$ cat src/rtl/mc_ctrl_pkg.sv
// ============================================================================
//  Module      : mc_ctrl_pkg
//  Description : State codes, opcode constants, mux-select codes and the
//                control-word type for the multicycle MIPS main control.
//  Revision    : 1.0  initial release
// ============================================================================
`default_nettype none

package mc_ctrl_pkg;

  localparam logic [3:0] ST_IDLE     = 4'd0;
  localparam logic [3:0] ST_FETCH    = 4'd1;
  localparam logic [3:0] ST_DECODE   = 4'd2;
  localparam logic [3:0] ST_MEMADR   = 4'd3;
  localparam logic [3:0] ST_MEMRD    = 4'd4;
  localparam logic [3:0] ST_MEMWB    = 4'd5;
  localparam logic [3:0] ST_MEMWR    = 4'd6;
  localparam logic [3:0] ST_RTYPE_EX = 4'd7;
  localparam logic [3:0] ST_RTYPE_WB = 4'd8;
  localparam logic [3:0] ST_ADDI_EX  = 4'd9;
  localparam logic [3:0] ST_ADDI_WB  = 4'd10;
  localparam logic [3:0] ST_BRANCH   = 4'd11;
  localparam logic [3:0] ST_JUMP     = 4'd12;
  localparam logic [3:0] ST_ILLEGAL  = 4'd13;
  localparam logic [3:0] ST_BNE      = 4'd14;

  localparam logic [5:0] OP_RTYPE = 6'b000000;
  localparam logic [5:0] OP_J     = 6'b000010;
  localparam logic [5:0] OP_BEQ   = 6'b000100;
  localparam logic [5:0] OP_BNE   = 6'b000101;
  localparam logic [5:0] OP_ADDI  = 6'b001000;
  localparam logic [5:0] OP_LW    = 6'b100011;
  localparam logic [5:0] OP_SW    = 6'b101011;

  localparam logic [1:0] ALUOP_ADD   = 2'b00;
  localparam logic [1:0] ALUOP_SUB   = 2'b01;
  localparam logic [1:0] ALUOP_FUNCT = 2'b10;

  localparam logic [1:0] SRCB_B     = 2'b00;
  localparam logic [1:0] SRCB_FOUR  = 2'b01;
  localparam logic [1:0] SRCB_IMM   = 2'b10;
  localparam logic [1:0] SRCB_IMMSH = 2'b11;

  localparam logic [1:0] PCSRC_ALU    = 2'b00;
  localparam logic [1:0] PCSRC_ALUOUT = 2'b01;
  localparam logic [1:0] PCSRC_JUMP   = 2'b10;

  typedef struct packed {
    logic       pc_en;
    logic       iord;
    logic       mem_read;
    logic       mem_write;
    logic       ir_write;
    logic       regdst;
    logic       memtoreg;
    logic       reg_write;
    logic       alusrca;
    logic [1:0] alusrcb;
    logic [1:0] aluop;
    logic [1:0] pcsource;
    logic       illegal;
  } ctrl_t;

  function automatic ctrl_t ctrl_none();
    return '0;
  endfunction

endpackage

`default_nettype wire

$ cat src/rtl/mc_ctrl_decode.sv
// ============================================================================
//  Module      : mc_ctrl_decode
//  Description : Combinational map from (state, mem_ready, zero) to the
//                control word. BNE state honoured when MC_CTRL_BNE_EN is set.
//  Revision    : 1.0  initial release
// ============================================================================
`default_nettype none

module mc_ctrl_decode
  import mc_ctrl_pkg::*;
#(
  parameter int STATE_W = 4
) (
  input  logic [STATE_W-1:0] state_i,
  input  logic               mem_ready_i,
  input  logic               zero_i,
  output ctrl_t              ctrl_o
);

  always_comb begin
    ctrl_o = ctrl_none();
    case (state_i)
      ST_FETCH: begin
        ctrl_o.mem_read = 1'b1;
        ctrl_o.alusrcb  = SRCB_FOUR;
        ctrl_o.aluop    = ALUOP_ADD;
        ctrl_o.pcsource = PCSRC_ALU;
        ctrl_o.ir_write = mem_ready_i;
        ctrl_o.pc_en    = mem_ready_i;
      end
      ST_DECODE: begin
        ctrl_o.alusrcb = SRCB_IMMSH;
        ctrl_o.aluop   = ALUOP_ADD;
      end
      ST_MEMADR, ST_ADDI_EX: begin
        ctrl_o.alusrca = 1'b1;
        ctrl_o.alusrcb = SRCB_IMM;
        ctrl_o.aluop   = ALUOP_ADD;
      end
      ST_MEMRD: begin
        ctrl_o.mem_read = 1'b1;
        ctrl_o.iord     = 1'b1;
      end
      ST_MEMWB: begin
        ctrl_o.reg_write = 1'b1;
        ctrl_o.memtoreg  = 1'b1;
      end
      ST_MEMWR: begin
        ctrl_o.mem_write = 1'b1;
        ctrl_o.iord      = 1'b1;
      end
      ST_RTYPE_EX: begin
        ctrl_o.alusrca = 1'b1;
        ctrl_o.alusrcb = SRCB_B;
        ctrl_o.aluop   = ALUOP_FUNCT;
      end
      ST_RTYPE_WB: begin
        ctrl_o.reg_write = 1'b1;
        ctrl_o.regdst    = 1'b1;
      end
      ST_ADDI_WB: begin
        ctrl_o.reg_write = 1'b1;
      end
      ST_BRANCH: begin
        ctrl_o.alusrca  = 1'b1;
        ctrl_o.alusrcb  = SRCB_B;
        ctrl_o.aluop    = ALUOP_SUB;
        ctrl_o.pcsource = PCSRC_ALUOUT;
        ctrl_o.pc_en    = zero_i;
      end
`ifdef MC_CTRL_BNE_EN
      ST_BNE: begin
        ctrl_o.alusrca  = 1'b1;
        ctrl_o.alusrcb  = SRCB_B;
        ctrl_o.aluop    = ALUOP_SUB;
        ctrl_o.pcsource = PCSRC_ALUOUT;
        ctrl_o.pc_en    = ~zero_i;
      end
`endif
      ST_JUMP: begin
        ctrl_o.pcsource = PCSRC_JUMP;
        ctrl_o.pc_en    = 1'b1;
      end
      ST_ILLEGAL: begin
        ctrl_o.illegal = 1'b1;
      end
      default: ctrl_o = ctrl_none();
    endcase
  end

endmodule

`default_nettype wire

$ cat src/rtl/mc_ctrl_fsm.sv
// ============================================================================
//  Module      : mc_ctrl_fsm
//  Description : Multicycle MIPS main control FSM: state register, next-state
//                logic and reset-gated control outputs. Optional bne support
//                is compiled in with macro MC_CTRL_BNE_EN.
//  Revision    : 1.0  initial release
// ============================================================================
`default_nettype none

module mc_ctrl_fsm
  import mc_ctrl_pkg::*;
#(
  parameter int STATE_W = 4
) (
  input  logic       clk,
  input  logic       rst,
  input  logic [5:0] opcode,
  input  logic       zero,
  input  logic       mem_ready,
  output logic       pc_en,
  output logic       iord,
  output logic       mem_read,
  output logic       mem_write,
  output logic       ir_write,
  output logic       regdst,
  output logic       memtoreg,
  output logic       reg_write,
  output logic       alusrca,
  output logic [1:0] alusrcb,
  output logic [1:0] aluop,
  output logic [1:0] pcsource,
  output logic       illegal
);

  logic [STATE_W-1:0] state_q;
  logic [STATE_W-1:0] state_d;
  ctrl_t              w_ctrl;
  ctrl_t              w_ctrl_out;

  always_comb begin
    state_d = ST_FETCH;
    case (state_q)
      ST_IDLE:     state_d = ST_FETCH;
      ST_FETCH:    state_d = mem_ready ? ST_DECODE : ST_FETCH;
      ST_DECODE: begin
        case (opcode)
          OP_LW, OP_SW: state_d = ST_MEMADR;
          OP_RTYPE:     state_d = ST_RTYPE_EX;
          OP_BEQ:       state_d = ST_BRANCH;
          OP_J:         state_d = ST_JUMP;
          OP_ADDI:      state_d = ST_ADDI_EX;
`ifdef MC_CTRL_BNE_EN
          OP_BNE:       state_d = ST_BNE;
`endif
          default:      state_d = ST_ILLEGAL;
        endcase
      end
      ST_MEMADR:   state_d = (opcode == OP_LW) ? ST_MEMRD : ST_MEMWR;
      ST_MEMRD:    state_d = mem_ready ? ST_MEMWB : ST_MEMRD;
      ST_MEMWR:    state_d = mem_ready ? ST_FETCH : ST_MEMWR;
      ST_RTYPE_EX: state_d = ST_RTYPE_WB;
      ST_ADDI_EX:  state_d = ST_ADDI_WB;
      // WB, branch, jump, illegal and unreachable codes all resume at FETCH
      default:     state_d = ST_FETCH;
    endcase
  end

  always_ff @(posedge clk) begin
    if (rst) begin
      state_q <= ST_IDLE;
    end else begin
      state_q <= state_d;
    end
  end

  mc_ctrl_decode #(
    .STATE_W     (STATE_W)
  ) u_decode (
    .state_i     (state_q),
    .mem_ready_i (mem_ready),
    .zero_i      (zero),
    .ctrl_o      (w_ctrl)
  );

  // Suppress enables during the reset cycle so an aborted access commits nothing.
  assign w_ctrl_out = rst ? ctrl_none() : w_ctrl;

  assign pc_en     = w_ctrl_out.pc_en;
  assign iord      = w_ctrl_out.iord;
  assign mem_read  = w_ctrl_out.mem_read;
  assign mem_write = w_ctrl_out.mem_write;
  assign ir_write  = w_ctrl_out.ir_write;
  assign regdst    = w_ctrl_out.regdst;
  assign memtoreg  = w_ctrl_out.memtoreg;
  assign reg_write = w_ctrl_out.reg_write;
  assign alusrca   = w_ctrl_out.alusrca;
  assign alusrcb   = w_ctrl_out.alusrcb;
  assign aluop     = w_ctrl_out.aluop;
  assign pcsource  = w_ctrl_out.pcsource;
  assign illegal   = w_ctrl_out.illegal;

endmodule

`default_nettype wire

$ cat config.mk
export PLATFORM = sky130hd
export DESIGN_NAME = mc_ctrl_fsm
export DESIGN_NICKNAME = d
export VERILOG_FILES = /design/src/rtl/mc_ctrl_pkg.sv /design/src/rtl/mc_ctrl_decode.sv /design/src/rtl/mc_ctrl_fsm.sv
export SDC_FILE = /design/constraint.sdc
export NUM_CORES = 1
export LEC_CHECK = 0
export CAP_MARGIN = 15
export CORE_AREA = 8 8 45 47
export CTS_BUF_LIST = sky130_fd_sc_hd__clkbuf_16
export CTS_CLUSTER_SIZE = 40
export DETAILED_ROUTE_END_ITERATION = 16
export DIE_AREA = 0 0 53 55
export PLACE_DENSITY = 0.83
export SLEW_MARGIN = 20
export SYNTH_ARGS = -nofsm -noshare
export SYNTH_HDL_FRONTEND = slang
export SYNTH_SLANG_ARGS = --single-unit
$ cat constraint.sdc
create_clock -name clk -period 2.1 [get_ports clk]
set_input_delay 0.42 -clock clk [delete_from_list [all_inputs] [get_ports clk]]
set_output_delay 0.42 -clock clk [all_outputs]
set_load 0.005 [all_outputs]
==> metrics, run 1 <==
Synth Instances=approximately 70; Hold Violations, Final=0; syn_nets=between 80 and 90; fin. max-slew vios=0; cts bufs inserted=3; pre-CTS setup slack=-0.2780 ns; Critical Path Stages=4; sequential fraction of design power=between 10% and 20%; clock sinks=4; fin worst setup slack=around 0.063 ns; most frequent cells in the layout=clkdlybuf4s50_1, buf_4, nor4_1; worst r2r path cells=4; worst flop-to-flop path endpoint=state_q[2]; Int Power=about 380 uW; core area=1384 sq um; Post-synth EDFFs=0; Setup crit start kind=input pin; family with the most delay on the worst path=buffers and inverters; top flop regs=state_q (4); Largest register FFs=4; largest net degree at the start of global routing=10; library cells used by synthesis=35; Crit-path slowest cell=clkdlybuf4s50_1; vias=between 600 and 700; die area=a little under 3000 sq um; Worst-Margin Slew=0.4062 ns; wire length of the first global-routing pass=around 2700 microns; Synth Area in XOR/XNOR=between 5 and 6%; syn_area_per_cell=just over 7 sq um; I/O pin count=26; DRC viols=0; largest family of logic cells by synthesized area=simple AND/OR/NAND/NOR gates; Simple-Gate Fraction of Synth Area=around 44%; initial core utilization=37.79%; drt initial violations=14; FMAX=between 400 and 500 MHz; Root Driver=clkbuf_16; CP Max Fanout=8; Final HPWL DP=approximately 1400 microns; nets=~120; Synth Cell Area=523.0 sq um; Chip Width=between 50 and 60 microns; total power per unit cell area=between 500 and 600 nW/um^2; crit end category=output pin; min-delay src=state_q[0]; port bufs=25; layout cells sized above 1=approximately a fifth; WP buf/inv=3; clock skew=around 0.0037 ns; H-tree depth=1; Worst Hold Path EP=state_q[3]; worst-skew pair later-pin latency=0.23 ns; Ys Warns=0; combinational share of power=19.6%; Worst R2R Start=state_q[0]; fillers=122; post-route ant nets=0; Total GRT Usage=12.34%; register area share after synthesis=about 15%; post-synthesis mux area share=7.895%; worst vdd ir=0.5407 mV; NetSw=between 100 and 150 uW; Inst Count DP=approximately 120; Tcrit/Tclk final=just under 100%; global route overflow=0; final wirelength=1730 microns; row cnt=14; Min-Delay Path Depth=2; Clk network pwr share=between 60% and 70%; Setup Crit Path Kind=input pin to output pin; largest reg by FF count=state_q; slew margin rel.=72.67%; maxcap violations=0; via/cell ratio=between 5 and 6; Die H=between 50 and 60 microns; Cell Count, Final, Fillers Out=120; number of synthesized register bits=4; P_leak=0.0003456 uW; hold_ws=about 0.52 ns; DR WL/cell=between 10 and 15 microns; area grow syn2layout=77.75%; Compound-Gate Fraction of Synth Area=a little over a fifth; most common cell after layout, fill and taps aside=clkdlybuf4s50_1; CP peak stage delay=about 0.55 ns; R2R Setup Slk=0.54 ns; Post-Synth Adder-Cell Area=0%; minimum clock period=slightly above 2 ns; CP cell instances=clkdlybuf4s15_2 > buf_4 > nor4_1 > clkdlybuf4s50_1; RSZ-0062 raised after global routing=true; CTS tree=built; Max Buffers Root-to-Sink=2; status=finished clean; Min-Delay Path Class=register to register; Inserted Diodes=0; ys flop type=dfxtp_1; WP data arrival=1.62 ns; vias in the first global route=648; DRT Pass-1 Iters=4; switch share=between 20 and 25%; asr flop ratio synth=0%; worst path required time=1.68 ns; CTS clk-pin slew, worst paths=~0.03 ns; initial antenna violation count=0; setup violators final=0; final estimated routing congestion in global placement=0.8171
[worst register-to-register path, cell delays in order, from the launching register on]
cell and delay, ns:
dfxtp_2 0.35, buf_4 0.17, or4b_4 0.54, o32a_1 0.36, nor2_2 0.07
[how the worst max path moves through the flow]
stage | startpoint | end
finish | rst | regdst
global route | state_q[3] | reg_write
CTS | state_q[1] | alusrcb[1]
detailed placement | rst | pc_en
global placement | rst | pc_en
floorplan | state_q[2] | pc_en
[through the flow]
stage	setup TNS [ns]	instance area (sq um)	power, uW	util [%]
after floorplan	0	523.0	128.7	-
after global placement	-2.363	833.3	178.5	60.22
after detailed placement	-2.708	833.3	181.2	60.22
after CTS	0	923.4	487.0	66.73
after global routing	-0.01660	929.6	500.1	67.18
final	0	929.6	484.4	67.18
[synthesized netlist by cell type, types with 2 or more instances]
cell type  n  area [sq um]
a21oi_1    4         20.02
clkbuf_1   3         11.26
dfxtp_1    4         80.08
mux2i_1    3         30.03
nand2_1    5         18.77
nand2b_1   3         18.77
nor2_1     6         22.52
nor3_1     6         30.03
nor4_1     8         50.05
o21ai_0    2         10.01
or4_1      2         15.01
xnor2_1    3         26.28
[timing repair]
item / 4_1_cts / 5_1_grt
hold buffers: 0 / 0
buffers inserted: 0 / 0
pin swaps: 0 / 1
gates cloned: 0 / 0
setup endpoints to repair: 16 / 7
gates resized for setup: 9 / 4
[area by class of cell]
class                      instances  area (sq um)  area share (%)
tap                               16         20.02           2.153
clock buffer                       3         75.07           8.075
sequential                         4         83.83           9.017
timing repair buffer              35         329.1           35.40
inverter                           1         3.754          0.4038
multi-input combinational         61         417.9           44.95
[per-layer routing]
metal  wire length [microns]  global-route usage (%)
met5                       0                       0
met4                      41                   9.052
met3                     182                   2.139
met2                     793                   23.05
met1                     712                   11.97
[power by group through the flow]
stage	combinational, uW	sequential [uW]	clock (uW)
5_1_grt	104	87.2	309
4_1_cts	95.1	86.1	306
2_1_floorplan	45.7	83.0	0
3_3_place_gp	91.7	86.8	0
6_report	94.9	86.5	303
3_5_place_dp	94.5	86.6	0
[cells by family after synthesis]
group | after synthesis
AOI/OAI and AO/OA | 16
xor gates and xnor gates | 3
buffers and inverters | 7
DFF | 4
muxes | 4
and+or+nand+nor | 38
Note: power is estimated with default switching activity, not from simulation.
==> inputs of run 2 (changes only) <==
--- a/config.mk
+++ b/config.mk
@@ -13,5 +13,5 @@
 export DIE_AREA = 0 0 53 55
 export PLACE_DENSITY = 0.83
-export SLEW_MARGIN = 20
+export SKIP_LAST_GASP = 1
 export SYNTH_ARGS = -nofsm -noshare
 export SYNTH_HDL_FRONTEND = slang
==> constraint.sdc (replaced) <==
create_clock -name clk -period 2.1 [get_ports clk]
set_input_delay 0.63 -clock clk [delete_from_list [all_inputs] [get_ports clk]]
set_output_delay 0.63 -clock clk [all_outputs]
set_load 0.005 [all_outputs]
==> run 2 against run 1 <==
  * Cell area is 9.2% higher
  * Hold slack improved by 0.17 ns
  * Clock skew is 0.00077 ns higher
  * Combinational power rose by 12%
  * Highest routed layer unchanged
  * Non-clock buffer count is 7 higher
  * Die area is the same
  * Critical endpoint is now pc_en
  * Flip-flop and latch count unchanged
  * Setup slack got worse by 0.060 ns
==> metrics, run 2 (same netlist as run 1, synthesis figures left out) <==
status=finished clean; most common cell after layout, fill and taps aside=buf_4; minimum clock period=2.097 ns (+0.06002 ns); switch share=23.91% (+1.4 points); maxcap violations=0 (unchanged); Final HPWL DP=1533 microns (+9.1%); fin util=73.33% (+6.1 points); Worst Setup SP=rst; CP cell instances=buf_2 > nor2_2 > and4_1 > a211o_1 > clkbuf_2; Worst R2R Start=state_q[3]; post-route ant nets=0 (unchanged); WP data arrival=1.47 ns (-0.15 ns); vias=740 (+6.6%); H-tree depth=1 (unchanged); nets=123 (+6.0%); DRC viols=0 (unchanged); worst path required time=1.47 ns (-0.21 ns); worst r2r path cells=7 (+3); CTS Hold Bufs=0 (unchanged); CP Max Fanout=6 (-2); die area=2915 sq um (unchanged); Max Buffers Root-to-Sink=2 (unchanged); Clk network pwr share=61.7% (-0.9 points); RSZ-0062 raised after global routing=true; final estimated routing congestion in global placement=0.8397 (+2.8%); Die H=55 microns (unchanged); WP buf/inv=2 (-1); NetSw=118.5 uW (+8.8%); Total GRT Usage=15.01% (+2.7 points); worst-skew pair later-pin latency=0.23 ns (about the same); Hold Violations, Final=0 (unchanged); fillers=109 (-11%); pre-CTS setup slack=-0.7348 ns (-0.4569 ns); FMAX=476.8 MHz (-2.9%); largest net degree at the start of global routing=11 (+1); initial antenna violation count=0 (unchanged); fin worst setup slack=0.002800 ns (-0.06002 ns); CP peak stage delay=0.24 ns (-0.31 ns); DRT Pass-1 Iters=4 (unchanged); family with the most delay on the worst path=buffers and inverters; core area=1384 sq um (unchanged); I/O pin count=26 (unchanged); largest reg by FF count=state_q; wire length of the first global-routing pass=3270 microns (+20%); crit end category=output pin; fin. max-slew vios=0 (unchanged); top flop regs=state_q (4); Int Power=377.1 uW (+0.44%); DR WL/cell=16.28 microns (+13%); total power per unit cell area=488.4 nW/um^2 (-6.3%); Inserted Diodes=0 (unchanged); row cnt=14 (unchanged); most frequent cells in the layout=buf_4, dlygate4sd2_1, clkdlybuf4s50_1; CTS tree=built; Tcrit/Tclk final=99.87% (+2.9 points); CTS clk-pin slew, worst paths=0.03 ns (about the same); worst vdd ir=0.5191 mV (-4.0%); hold_ws=0.6910 ns (+0.1673 ns); clock sinks=4 (unchanged); via/cell ratio=5.827 (+0.75%); Setup Crit Path Kind=input pin to output pin; vias in the first global route=728 (+12%); Root Driver=clkbuf_16; P_leak=0.0004293 uW (+24%); Setup crit start kind=input pin; global route overflow=0 (unchanged); setup violators final=0 (unchanged); Chip Width=53 microns (unchanged); clock skew=0.004497 ns (+0.0007713 ns); final wirelength=2068 microns (+20%); drt initial violations=9 (-5); port bufs=25 (unchanged); area grow syn2layout=94.02%; worst flop-to-flop path endpoint=state_q[1]; cts bufs inserted=3 (unchanged); Crit-path slowest cell=a211o_1; R2R Setup Slk=0.25 ns (-0.29 ns); Min-Delay Path Class=register to register; layout cells sized above 1=36.04% (+15 points); slew margin rel.=73.79% (+1.1 points); initial core utilization=37.79% (unchanged); combinational share of power=21.4% (+1.8 points); Largest register FFs=4 (unchanged); critical path capture point=pc_en; Worst-Margin Slew=0.3896 ns (-0.01653 ns); Critical Path Stages=5 (+1); sequential fraction of design power=16.9% (-1.0 points)
==> run 2: worst register-to-register path, stage by stage, from the launching register on <==
cell and delay, ns:
dfxtp_4 0.36, buf_6 0.13, buf_4 0.15, buf_4 0.16, or4b_4 0.51, nor2_1 0.10
o21ai_0 0.09, a41oi_1 0.26
==> run 2: worst min-delay path by stage <==
| stage | from | cells after the start | endpoint |
|---|---|---|---|
| 2_1_floorplan | state_q[3] | 4 | state_q[0] |
| 3_3_place_gp | state_q[0] | 3 | state_q[3] |
| 3_5_place_dp | state_q[0] | 3 | state_q[3] |
| 4_1_cts | state_q[2] | 2 | state_q[1] |
| 5_1_grt | state_q[0] | 3 | state_q[3] |
| 6_report | state_q[0] | 3 | state_q[3] |
==> run 2: what timing repair did <==
action | CTS | global route
setup endpoints to repair | 16 | 6
setup buffers | 3 | 0
pin swaps | 1 | 0
gates resized for setup | 41 | 10
==> run 2: area by class of cell <==
class                      count  area [sq um]  share of cell area, %
multi-input combinational     61         461.7                  45.50
clock buffer                   3         75.07                  7.398
sequential                     4         88.84                  8.755
inverter                       1         3.754                 0.3699
timing repair buffer          42         365.4                  36.01
tap                           16         20.02                  1.973
==> run 2: power groups by stage <==
stage / clock (uW) / combinational, uW / sequential [uW]
after detailed placement: 0 / 101 / 85.0
final: 306 / 106 / 83.9
after CTS: 308 / 101 / 83.0
after global routing: 314 / 116 / 84.3
after global placement: 0 / 97.7 / 85.0
after floorplan: 0 / 45.7 / 83.0
==> run 2: per-layer routing <==
layer / track usage, % / up-vias / routed length [microns]
met3: 3.743 / 7 / 193
li1: - / 361 / -
met4: 11.21 / 0 / 63
met2: 26.56 / 35 / 967
met5: 0 / - / 0
met1: 15.00 / 337 / 845
==> run 2: through the flow <==
| stage | power [uW] | cell area, sq um | TNS, ns | instances |
|---|---|---|---|---|
| finish | 495.6 | 1015 | 0 | 127 |
| global route | 514.3 | 1015 | -0.03798 | 127 |
| CTS | 492.5 | 987.2 | -0.4618 | 127 |
| detailed placement | 185.9 | 863.3 | -9.594 | 121 |
| global placement | 182.7 | 863.3 | -9.013 | 121 |
| floorplan | 128.7 | 523.0 | 0 | 72 |
